File: src/rtl/ama_riscv_pkg.sv
// Shared types for the unified-memory arbiter: owner tags for in-flight reads
// and the one-hot-free grant selector used inside the arbiter.
package ama_riscv_pkg;

  typedef enum logic {
    OWN_IFU = 1'b0,
    OWN_LSU = 1'b1
  } arb_owner_t;

  typedef enum logic [1:0] {
    GNT_NONE = 2'd0,
    GNT_IFU  = 2'd1,
    GNT_LSU  = 2'd2
  } arb_grant_t;

endpackage

File: src/rtl/ama_riscv_fifo.sv
// Small synchronous FIFO with occupancy counter; used as the in-order owner
// queue that steers each read response back to its requester.
module ama_riscv_fifo #(
  parameter int WIDTH = 1,
  parameter int DEPTH = 2
) (
  input  logic             clk,
  input  logic             rst,
  input  logic             push,
  input  logic [WIDTH-1:0] push_data,
  input  logic             pop,
  output logic [WIDTH-1:0] head,
  output logic             full,
  output logic             empty
);

  localparam int PTR_W = (DEPTH > 1) ? $clog2(DEPTH) : 1;
  localparam int CNT_W = $clog2(DEPTH + 1);

  logic [WIDTH-1:0] mem_q [DEPTH];
  logic [PTR_W-1:0] wr_ptr_q, wr_ptr_d;
  logic [PTR_W-1:0] rd_ptr_q, rd_ptr_d;
  logic [CNT_W-1:0] count_q, count_d;
  logic             do_push, do_pop;

  function automatic logic [PTR_W-1:0] ptr_inc(input logic [PTR_W-1:0] p);
    return (p == PTR_W'(DEPTH - 1)) ? '0 : p + PTR_W'(1);
  endfunction

  assign full    = (count_q == CNT_W'(DEPTH));
  assign empty   = (count_q == '0);
  assign do_push = push && !full;
  assign do_pop  = pop && !empty;
  assign head    = mem_q[rd_ptr_q];

  // NOTE: every signal assigned in always_comb gets a default first, so no path leaves it unassigned and no latch is inferred.
  always_comb begin
    wr_ptr_d = wr_ptr_q;
    rd_ptr_d = rd_ptr_q;
    count_d  = count_q;
    if (do_push) wr_ptr_d = ptr_inc(wr_ptr_q);
    if (do_pop)  rd_ptr_d = ptr_inc(rd_ptr_q);
    if (do_push && !do_pop)      count_d = count_q + CNT_W'(1);
    else if (do_pop && !do_push) count_d = count_q - CNT_W'(1);
  end

  // NOTE: sequential state uses non-blocking assignments so all registers update together from pre-edge values.
  always_ff @(posedge clk) begin
    if (rst) begin
      wr_ptr_q <= '0;
      rd_ptr_q <= '0;
      count_q  <= '0;
    end else begin
      wr_ptr_q <= wr_ptr_d;
      rd_ptr_q <= rd_ptr_d;
      count_q  <= count_d;
    end
  end

  // NOTE: storage is deliberately not reset; the pointers and count define validity, which keeps this a plain RAM.
  always_ff @(posedge clk) begin
    if (do_push) mem_q[wr_ptr_q] <= push_data;
  end

endmodule

File: src/rtl/ama_riscv_mem_arbiter.sv
// Arbitrates IFU fetches and LSU loads/stores onto one shared memory port;
// read responses return in order and are steered by the owner FIFO.
module ama_riscv_mem_arbiter
  import ama_riscv_pkg::*;
#(
  parameter int ADDR_W          = 32,
  parameter int MAX_OUTSTANDING = 2,
  parameter int STARVE_LIMIT    = 4
) (
  input  logic              clk,
  input  logic              rst,
  input  logic              ifu_req_valid,
  output logic              ifu_req_ready,
  input  logic [ADDR_W-1:0] ifu_req_addr,
  output logic              ifu_rsp_valid,
  output logic [31:0]       ifu_rsp_data,
  input  logic              lsu_req_valid,
  output logic              lsu_req_ready,
  input  logic [ADDR_W-1:0] lsu_req_addr,
  input  logic              lsu_req_we,
  input  logic [31:0]       lsu_req_wdata,
  input  logic [3:0]        lsu_req_wmask,
  output logic              lsu_rsp_valid,
  output logic [31:0]       lsu_rsp_data,
  output logic              mem_req_valid,
  input  logic              mem_req_ready,
  output logic [ADDR_W-1:0] mem_req_addr,
  output logic              mem_req_we,
  output logic [31:0]       mem_req_wdata,
  output logic [3:0]        mem_req_wmask,
  input  logic              mem_rsp_valid,
  input  logic [31:0]       mem_rsp_data,
  output logic              err_orphan_rsp
);

  localparam int STARVE_W = $clog2(STARVE_LIMIT + 1);

  logic [STARVE_W-1:0] starve_cnt_q, starve_cnt_d;
  logic                err_orphan_q, err_orphan_d;

  logic       fifo_full, fifo_empty;
  logic [0:0] head_bits, push_bits;
  arb_owner_t head_owner, push_owner;
  arb_grant_t grant;
  logic       ifu_ok, lsu_ok, ifu_first;
  logic       mem_fire, read_push, rsp_pop;

  // Full is registered state, so ready never depends on mem_rsp_* in the same cycle.
  always_comb begin
    ifu_ok    = ifu_req_valid && !fifo_full;
    lsu_ok    = lsu_req_valid && (lsu_req_we || !fifo_full);
    ifu_first = (starve_cnt_q == STARVE_W'(STARVE_LIMIT)) || !lsu_req_valid;
    grant     = GNT_NONE;
    if (!rst) begin
      if (ifu_first) begin
        if (ifu_ok)      grant = GNT_IFU;
        else if (lsu_ok) grant = GNT_LSU;
      end else begin
        if (lsu_ok)      grant = GNT_LSU;
        else if (ifu_ok) grant = GNT_IFU;
      end
    end
  end

  always_comb begin
    mem_req_addr  = '0;
    mem_req_we    = 1'b0;
    mem_req_wdata = '0;
    mem_req_wmask = '0;
    case (grant)
      GNT_IFU: mem_req_addr = ifu_req_addr;
      GNT_LSU: begin
        mem_req_addr  = lsu_req_addr;
        mem_req_we    = lsu_req_we;
        mem_req_wdata = lsu_req_wdata;
        mem_req_wmask = lsu_req_wmask;
      end
      default: ;
    endcase
  end

  assign mem_req_valid = (grant != GNT_NONE);
  assign mem_fire      = mem_req_valid && mem_req_ready;
  assign ifu_req_ready = mem_fire && (grant == GNT_IFU);
  assign lsu_req_ready = mem_fire && (grant == GNT_LSU);

  assign read_push  = ifu_req_ready || (lsu_req_ready && !lsu_req_we);
  assign push_owner = ifu_req_ready ? OWN_IFU : OWN_LSU;
  assign push_bits  = push_owner;
  assign rsp_pop    = mem_rsp_valid && !fifo_empty;
  assign head_owner = arb_owner_t'(head_bits);

  ama_riscv_fifo #(
    .WIDTH (1),
    .DEPTH (MAX_OUTSTANDING)
  ) u_owner_fifo (
    .clk       (clk),
    .rst       (rst),
    .push      (read_push),
    .push_data (push_bits),
    .pop       (rsp_pop),
    .head      (head_bits),
    .full      (fifo_full),
    .empty     (fifo_empty)
  );

  assign ifu_rsp_valid  = !rst && rsp_pop && (head_owner == OWN_IFU);
  assign lsu_rsp_valid  = !rst && rsp_pop && (head_owner == OWN_LSU);
  assign ifu_rsp_data   = mem_rsp_data;
  assign lsu_rsp_data   = mem_rsp_data;
  assign err_orphan_rsp = err_orphan_q;

  // The counter only tracks LSU wins while a fetch is actually waiting.
  always_comb begin
    starve_cnt_d = starve_cnt_q;
    if (!ifu_req_valid || ifu_req_ready) begin
      starve_cnt_d = '0;
    end else if (lsu_req_ready && (starve_cnt_q != STARVE_W'(STARVE_LIMIT))) begin
      starve_cnt_d = starve_cnt_q + STARVE_W'(1);
    end
    err_orphan_d = err_orphan_q || (mem_rsp_valid && fifo_empty);
  end

  always_ff @(posedge clk) begin
    if (rst) begin
      starve_cnt_q <= '0;
      err_orphan_q <= 1'b0;
    end else begin
      starve_cnt_q <= starve_cnt_d;
      err_orphan_q <= err_orphan_d;
    end
  end

endmodule

File: config.mk
export PLATFORM = sky130hd
export DESIGN_NAME = ama_riscv_mem_arbiter
export DESIGN_NICKNAME = d
export VERILOG_FILES = /design/src/rtl/ama_riscv_pkg.sv /design/src/rtl/ama_riscv_fifo.sv /design/src/rtl/ama_riscv_mem_arbiter.sv
export SDC_FILE = /design/constraint.sdc
export NUM_CORES = 1
export LEC_CHECK = 0
export CAP_MARGIN = 20
export CORE_AREA = 5 5 105 107
export DETAILED_ROUTE_END_ITERATION = 10
export DIE_AREA = 0 0 110 112
export PLACE_DENSITY = 0.75
export SYNTH_ARGS = -nofsm -noshare
export SYNTH_HDL_FRONTEND = slang
export SYNTH_HIERARCHICAL = 1
export SYNTH_SLANG_ARGS = --single-unit
File: constraint.sdc
create_clock -name clk -period 3.5 [get_ports clk]
set_input_delay 0.7 -clock clk [delete_from_list [all_inputs] [get_ports clk]]
set_output_delay 0.7 -clock clk [all_outputs]
set_load 0.01 [all_outputs]
* After elaboration in Yosys (flattened, before gate mapping)
Memories as Yosys holds them, arrays and structs flattened. A register that Yosys moved wholly into a read port is not among the register bits.
Cells that the tools add are included.
** Cells by class
- Bitwise gates (word level) :: 1
- Reductions and logical operators :: 33
- Multiplexer cells :: 19
- Add/sub/neg operators :: 5
- Eq/ne operators :: 5
** Operators by type and width (count)
- case mux 32 bit (2 select lines) :: 1
- 2-to-1 mux 32 bit :: 1
- logical AND 1 bit :: 16
- 2-to-1 mux 2 bit :: 7
- 2-to-1 mux 1 bit :: 9
- zero test 1 bit :: 8
- logical OR 1 bit :: 5
- == test 2 bit, second input constant :: 2
- 2-to-1 mux 4 bit :: 1
- nonzero test 2 bit :: 2
- adder 3 x 1 -> 3 bit, second input constant :: 1
- == test 3 bit, second input constant :: 1
- inequality test 3 bit, second input constant :: 1
- adder 1 bit, second input constant :: 2
- adder 2 x 1 -> 2 bit, second input constant :: 1
- == test 2 x 1 -> 1 bit, second input constant :: 1
- zero test 2 bit :: 1
- OR reduction 2 bit :: 1
- subtractor 2 x 1 -> 2 bit, second input constant :: 1
- NOT 1 bit :: 1
** Storage, ports and cells
- Word-level logic and storage cells :: 69
- Flip-flop bits (word level) :: 8
- Output and inout port bits :: 139
- Memories kept :: 1
- Memory bits (writable) :: 2
- Input bits :: 139
** Memory list
- u_owner_fifo.mem_q :: words 2, bits a word 1, rd ports 1, clocked after Yosys merged registers in 1, wr ports 1, line ama_riscv_fifo.sv:20 : logic [WIDTH-1:0] mem_q [DEPTH];

* Depth between registers and ports, before layout
- Depth after elaboration :: 18
- Depth in mapped cells :: 15
- Mapped depth without buffers :: 14

* By module
Netlist, hierarchy kept.
** By module, submodules not included
- ama_riscv_mem_arbiter :: instances 1, area an instance 1482.7 um^2, sequential area each 80.1 um^2, cells each 222
- ama_riscv_fifo :: instances 1, area an instance 289.0 um^2, sequential area each 160.2 um^2, cells each 28

* Worst setup path after synthesis
No wires, ideal clock.
- Path type :: input to register
- From :: input ifu_req_valid
- To :: register u_owner_fifo.count_q[1]
- Path buffers :: 1
- Library setup time :: 70 ps
- Cell stages on the path :: 12
- Arrival :: 2806 ps
- Data required time :: 3430 ps
- Setup slack :: 625 ps
- Path through :: a31oi_1 a21oi_1 or3b_2 ha_1 clkbuf_1 nand3b_1 o21ai_0 inv_1 nor2_1 ha_1 or3_1 a21oi_1
** Between the ends
- Word-level cells in the longest chain between the ends :: 14
- Elaborated cells on any way between the ends :: 20
- Those cells by class :: 2 x eq/ne; 6 x mux; 12 x reduce/logical
** Ends and longest elaborated chain
- from (decl) :: line ama_riscv_mem_arbiter.sv:12 : input logic ifu_req_valid,
- logical AND 1 bit * :: line ama_riscv_mem_arbiter.sv:50 : ifu_ok = ifu_req_valid && !fifo_full;
- 2-to-1 mux 1 bit :: line ama_riscv_mem_arbiter.sv:60 : else if (ifu_ok) grant = GNT_IFU;
- 2-to-1 mux 2 bit :: line ama_riscv_mem_arbiter.sv:59 : if (lsu_ok) grant = GNT_LSU;
- 2-to-1 mux 2 bit * :: line ama_riscv_mem_arbiter.sv:55 : if (ifu_first) begin
- 2-to-1 mux 2 bit * :: line ama_riscv_mem_arbiter.sv:54 : if (!rst) begin
- nonzero test 2 bit :: line ama_riscv_mem_arbiter.sv:82 : assign mem_req_valid = (grant != GNT_NONE);
- logical AND 1 bit :: line ama_riscv_mem_arbiter.sv:83 : assign mem_fire = mem_req_valid && mem_req_ready;
- logical AND 1 bit :: line ama_riscv_mem_arbiter.sv:85 : assign lsu_req_ready = mem_fire && (grant == GNT_LSU);
- logical AND 1 bit :: line ama_riscv_mem_arbiter.sv:87 : assign read_push = ifu_req_ready || (lsu_req_ready && !lsu_req_we);
- logical OR 1 bit * :: line ama_riscv_mem_arbiter.sv:87
- named net read_push :: line ama_riscv_mem_arbiter.sv:46 : logic mem_fire, read_push, rsp_pop;
- logical AND 1 bit * :: line ama_riscv_fifo.sv:32 : assign do_push = push && !full;
- named net u_owner_fifo.do_push :: line ama_riscv_fifo.sv:24 : logic do_push, do_pop;
- zero test 1 bit :: line ama_riscv_fifo.sv:44 : else if (do_pop && !do_push) count_d = count_q - CNT_W'(1);
- logical AND 1 bit :: line ama_riscv_fifo.sv:44
- nonzero test 2 bit (no line)
- to (signal assigned) :: line ama_riscv_fifo.sv:56 : count_q <= count_d;
- to (decl) :: line ama_riscv_fifo.sv:23 : logic [CNT_W-1:0] count_q, count_d;
Mark *: on every way through the listed nets, which the timed path passes. The rest lies on a longest branch.
A chain may end at the register's enable or synchronous reset.

* Worst setup path in the final report
- From :: input lsu_req_we
- To :: output ifu_req_ready
** Between the ends
- Word-level cells in the longest chain between the ends :: 9
- Elaborated cells on any way between the ends :: 11
- Those cells by class :: 1 x eq/ne; 5 x mux; 5 x reduce/logical
** Ends and longest elaborated chain
- from (decl) :: line ama_riscv_mem_arbiter.sv:20 : input logic lsu_req_we,
- logical OR 1 bit * :: line ama_riscv_mem_arbiter.sv:51 : lsu_ok = lsu_req_valid && (lsu_req_we || !fifo_full);
- logical AND 1 bit * :: line ama_riscv_mem_arbiter.sv:51
- 2-to-1 mux 2 bit :: line ama_riscv_mem_arbiter.sv:57 : else if (lsu_ok) grant = GNT_LSU;
- 2-to-1 mux 2 bit :: line ama_riscv_mem_arbiter.sv:56 : if (ifu_ok) grant = GNT_IFU;
- 2-to-1 mux 2 bit * :: line ama_riscv_mem_arbiter.sv:55
- 2-to-1 mux 2 bit * :: line ama_riscv_mem_arbiter.sv:54
- nonzero test 2 bit :: line ama_riscv_mem_arbiter.sv:82
- logical AND 1 bit :: line ama_riscv_mem_arbiter.sv:83
- logical AND 1 bit * :: line ama_riscv_mem_arbiter.sv:84 : assign ifu_req_ready = mem_fire && (grant == GNT_IFU);
- to (decl) :: line ama_riscv_mem_arbiter.sv:13 : output logic ifu_req_ready,
Mark *: on every way between the ends. The rest lies on a longest branch, timed or not.

==> flow_summary.html <==
<table>
<tr><th>Metric</th><th>Value</th></tr>
<tr><th colspan="2">Hold path</th></tr>
<tr><td>Number of cells on the worst hold path</td><td>2</td></tr>
<tr><td>Start point of the worst min-delay path</td><td>err_orphan_rsp</td></tr>
<tr><td>Path type of the worst min-delay path</td><td>register to register</td></tr>
<tr><td>Hold EP</td><td>err_orphan_rsp</td></tr>
<tr><th colspan="2">Worst setup path</th></tr>
<tr><td>Crit end category</td><td>output pin</td></tr>
<tr><td>Maximum net fanout on the critical path</td><td>3</td></tr>
<tr><td>CP delay by family, top</td><td>buffers and inverters</td></tr>
<tr><td>Type of origin of the critical path</td><td>primary input</td></tr>
<tr><td>Critical path data arrival time</td><td>2670 ps</td></tr>
<tr><td>Largest stage delay on the critical path</td><td>520 ps</td></tr>
<tr><td>Cell repeated most along the worst path</td><td>clkdlybuf4s50_1</td></tr>
<tr><td>Start-to-end type of the worst setup path</td><td>primary input to output pin</td></tr>
<tr><td>Critical path buffers and inverters</td><td>3</td></tr>
<tr><td>Cell type of the slowest stage on the worst timing path</td><td>clkdlybuf4s50_1</td></tr>
<tr><td>CP Cell Sequence</td><td>clkdlybuf4s50_1, a21oi_1, or3b_4, ha_1, nand3b_1, inv_1, clkdlybuf4s50_1</td></tr>
<tr><td>Startpoint of the worst register-to-register path</td><td>starve_cnt_q[0]</td></tr>
<tr><td>Depth of the most critical reg-to-reg path</td><td>14</td></tr>
<tr><td>Required time at the worst-slack endpoint</td><td>2800 ps</td></tr>
<tr><td>Setup slack, reg-to-reg</td><td>470 ps</td></tr>
<tr><td>Endpoint of the most critical register-to-register path</td><td>u_owner_fifo/count_q[1]</td></tr>
<tr><th colspan="2">Die</th></tr>
<tr><td>Die area</td><td>12,300 sq um</td></tr>
<tr><td>Area of the core region</td><td>10,000 sq um</td></tr>
<tr><td>Chip Width</td><td>110 um</td></tr>
<tr><td>IO Count</td><td>278</td></tr>
<tr><td>Height of the die</td><td>112 um</td></tr>
<tr><td>Placement row count</td><td>37</td></tr>
<tr><td>Starting density of the core</td><td>17.6%</td></tr>
<tr><th colspan="2">Placement</th></tr>
<tr><td>Cell area after placement</td><td>3360 sq um</td></tr>
<tr><td>Placement-stage worst setup slack</td><td>-295 ps</td></tr>
<tr><td>Dpl hpwl</td><td>6.66 mm</td></tr>
<tr><td>Final weighted congestion in routability-driven placement</td><td>0.837</td></tr>
<tr><td>Quantity of I/O buffers inserted on ports</td><td>181</td></tr>
<tr><td>Number of cells in the design after placement</td><td>502</td></tr>
<tr><th colspan="2">Routing</th></tr>
<tr><td>Highest Signal Layer</td><td>met4</td></tr>
<tr><td>Total routed wire length on the met1 layer</td><td>2.85 mm</td></tr>
<tr><td>Routed WL per cell</td><td>15.7 um</td></tr>
<tr><td>Post-detailed-route count of antenna-violating nets</td><td>0</td></tr>
<tr><td>Post-DR vias/cell</td><td>4.05</td></tr>
<tr><td>Met3 routed WL</td><td>620 um</td></tr>
<tr><td>Total vias in the final route</td><td>2,062</td></tr>
<tr><td>Iter 0 DRT Violations</td><td>63</td></tr>
<tr><td>Detailed-route wire length</td><td>8.00 mm</td></tr>
<tr><td>Length of the first detailed-routing pass in iterations</td><td>5</td></tr>
<tr><td>Post-detailed-route DRC marker count</td><td>0</td></tr>
<tr><td>Met2 wire length</td><td>4.30 mm</td></tr>
<tr><th colspan="2">Finish</th></tr>
<tr><td>Number of cells in the finished layout apart from fillers</td><td>509</td></tr>
<tr><td>Area delta synth-&gt;final</td><td>94.2%</td></tr>
<tr><td>Final net count</td><td>519</td></tr>
<tr><td>Count of inserted antenna diode cells</td><td>0</td></tr>
<tr><td>FF+latch area</td><td>240 sq um</td></tr>
<tr><td>Filler Cells Inserted</td><td>1,055</td></tr>
<tr><td>Final std cell area, no fill</td><td>3440 sq um</td></tr>
<tr><td>Area of combinational cells with multiple inputs</td><td>981 sq um</td></tr>
<tr><td>Layout cells sized above 1</td><td>7.77%</td></tr>
<tr><th colspan="2">Timing</th></tr>
<tr><td>Worst rel slew slack</td><td>78.4%</td></tr>
<tr><td>Final setup violation count</td><td>0</td></tr>
<tr><td>Hold slack final</td><td>479 ps</td></tr>
<tr><td>Clock skew</td><td>2.84 ps</td></tr>
<tr><td>Tcrit/Tclk final</td><td>96.4%</td></tr>
<tr><td>Count of final hold-check violations</td><td>0</td></tr>
<tr><td>Worst Max-Slew Pin Slew</td><td>321 ps</td></tr>
<tr><td>Max Freq</td><td>0.296 GHz</td></tr>
<tr><td>Unrepaired setup endpoints after global routing</td><td>false</td></tr>
<tr><td>Setup ws final</td><td>126 ps</td></tr>
<tr><td>Max-slew violation count</td><td>0</td></tr>
<tr><td>Tmin final</td><td>3370 ps</td></tr>
<tr><th colspan="2">Yosys</th></tr>
<tr><td>Total nets after synthesis</td><td>395</td></tr>
<tr><td>Syn. warnings</td><td>6</td></tr>
<tr><td>Synth Area per Inst</td><td>7.09 sq um</td></tr>
<tr><td>Most used standard cell by instance count after synthesis</td><td>buf_4</td></tr>
<tr><td>Primary FF master, synth</td><td>dfxtp_1</td></tr>
<tr><td>#FFs+latches synth</td><td>11</td></tr>
<tr><td>Netlist Area Pre-Place</td><td>1770 sq um</td></tr>
<tr><td>Top cells by count, synth</td><td>buf_4, and2_1, nor2_1, a22oi_1</td></tr>
<tr><td>Number of enable flip-flop cells after synthesis</td><td>2</td></tr>
<tr><td>Leading post-synthesis cells by cell area</td><td>buf_4, and2_1, a22oi_1</td></tr>
<tr><td>Mapped Cells</td><td>250</td></tr>
<tr><td>Proportion of netlist area held by the largest area contributor</td><td>28.4%</td></tr>
<tr><td>Synth unique cells</td><td>28</td></tr>
<tr><td>Sequential share of the synthesized area</td><td>13.6%</td></tr>
<tr><td>Async set-reset flop share out of synthesis</td><td>0%</td></tr>
<tr><td>Biggest area consumer among synthesized cells</td><td>buf_4</td></tr>
<tr><th colspan="2">Clock tree</th></tr>
<tr><td>H-tree level count</td><td>1</td></tr>
<tr><td>Maximum number of buffers from clock root to sink</td><td>2</td></tr>
<tr><td>Total CTS buffers</td><td>3</td></tr>
<tr><td>Later-pin clock latency in the skew report</td><td>230 ps</td></tr>
<tr><td>Total number of clock tree sinks</td><td>11</td></tr>
<tr><td>Clock root buffer</td><td>clkbuf_8</td></tr>
<tr><td>Clock tree from TritonCTS</td><td>built</td></tr>
<tr><td>Post-CTS clock slew at the launch and capture registers of the worst setup and hold paths</td><td>50 ps</td></tr>
<tr><th colspan="2">Global routing</th></tr>
<tr><td>Maximum number of pins on one net before global-route repair</td><td>46</td></tr>
<tr><td>Total grt overflow</td><td>0</td></tr>
<tr><td>Vias in the first global route</td><td>2,119</td></tr>
<tr><td>GRT Util Overall</td><td>11.7%</td></tr>
<tr><td>Global-route wire length before repair</td><td>11.7 mm</td></tr>
<tr><td>Initial antenna violation count</td><td>0</td></tr>
<tr><th colspan="2">Pwr</th></tr>
<tr><td>Peak VDD IR</td><td>158 uV</td></tr>
<tr><td>Lkg Pwr</td><td>1.46 nW</td></tr>
<tr><td>Cell Pwr Density</td><td>164 nW/um^2</td></tr>
<tr><th colspan="2">Run status</th></tr>
<tr><td>Status</td><td>finished clean</td></tr>
<tr><th colspan="2">Job</th></tr>
<tr><td>Maximum capacitance violations</td><td>0</td></tr>
</table>
## worst register-to-register path, delay by kind of cell, from the launching register on
family / cells / cell delay [ps]
flops: 1 / 340
compound gates: 4 / 530
buf+inv: 3 / 300
fa+ha+maj: 3 / 720
simple gates: 4 / 1060
## stage by stage
stage          util [%]  power, mW  TNS, ps
2_1_floorplan         -      0.301        0
3_3_place_gp       33.4      0.438    -7630
3_5_place_dp       33.4      0.442   -12030
4_1_cts            33.7      0.564        0
5_1_grt            34.3      0.597        0
6_report           34.3      0.563        0
## sequential cells by signal, summed over array words and instances (netlist names), named ones only
name,count
starve_cnt_q,3
u_owner_fifo/count_q,2
u_owner_fifo/mem_q,2
err_orphan_rsp,1
u_owner_fifo/rd_ptr_q,1
u_owner_fifo/wr_ptr_q,1
## worst max-delay path by stage
stage | from | end | slack [ps] | depth (start not counted)
floorplan | ifu_req_valid | u_owner_fifo/count_q[1] | 620 | 12
global placement | ifu_req_valid | mem_req_addr[28] | -260 | 8
detailed placement | ifu_req_valid | mem_req_addr[28] | -290 | 8
CTS | ifu_req_valid | ifu_req_ready | 10 | 8
global route | lsu_req_we | ifu_req_ready | 20 | 7
finish | lsu_req_we | ifu_req_ready | 130 | 7
## logic make-up after synthesis
kind of cell | synth area share [%]
mux | 0.636
buf+inv | 33.1
flops | 13.6
compound gates | 18.4
fa+ha+maj | 4.24
xor+xnor | 1.48
simple gates | 28.6
## power breakdown
| group | switching, mW | total, mW | internal [mW] |
|---|---|---|---|
| clock network | 0.0440 | 0.124 | 0.0797 |
| logic | 0.107 | 0.306 | 0.199 |
| registers | 0.00201 | 0.134 | 0.132 |
## cells in the final DEF (no fill, tap or decap), types with 2 or more instances in the layout
cell type / count
clkbuf_8: 3
nand3_1: 2
dlygate4sd2_1: 33
and2_1: 39
buf_12: 4
dlymetal6s2s_1: 2
clkdlybuf4s50_1: 146
a21oi_1: 7
a22oi_1: 32
ha_1: 4
edfxtp_1: 2
nor2_1: 38
xor2_1: 3
or3_1: 3
buf_4: 12
o21ai_0: 6
inv_1: 9
dfxtp_1: 9
## timing repair
action	4_1_cts	5_1_grt
pin swaps	2	3
gates resized for setup	36	5
hold buffers	0	0
setup endpoints to repair	72	66
gates cloned	0	1
buffers inserted	1	1
## cell type report
cell class | count | area share (%)
Inverter | 9 | 0.982
Sequential cell | 11 | 6.98
Timing Repair Buffer | 198 | 57.3
Multi-Input combinational cell | 151 | 28.5
Tap cell | 136 | 4.95
Clock buffer | 4 | 1.31
## routing by layer
metal,track usage [%],vias up
met2,21.4,94
met4,3.91,0
met5,0,-
met1,12.7,924
li1,-,1011
met3,3.07,33
No activity file was read; power rests on OpenSTA's default activity.
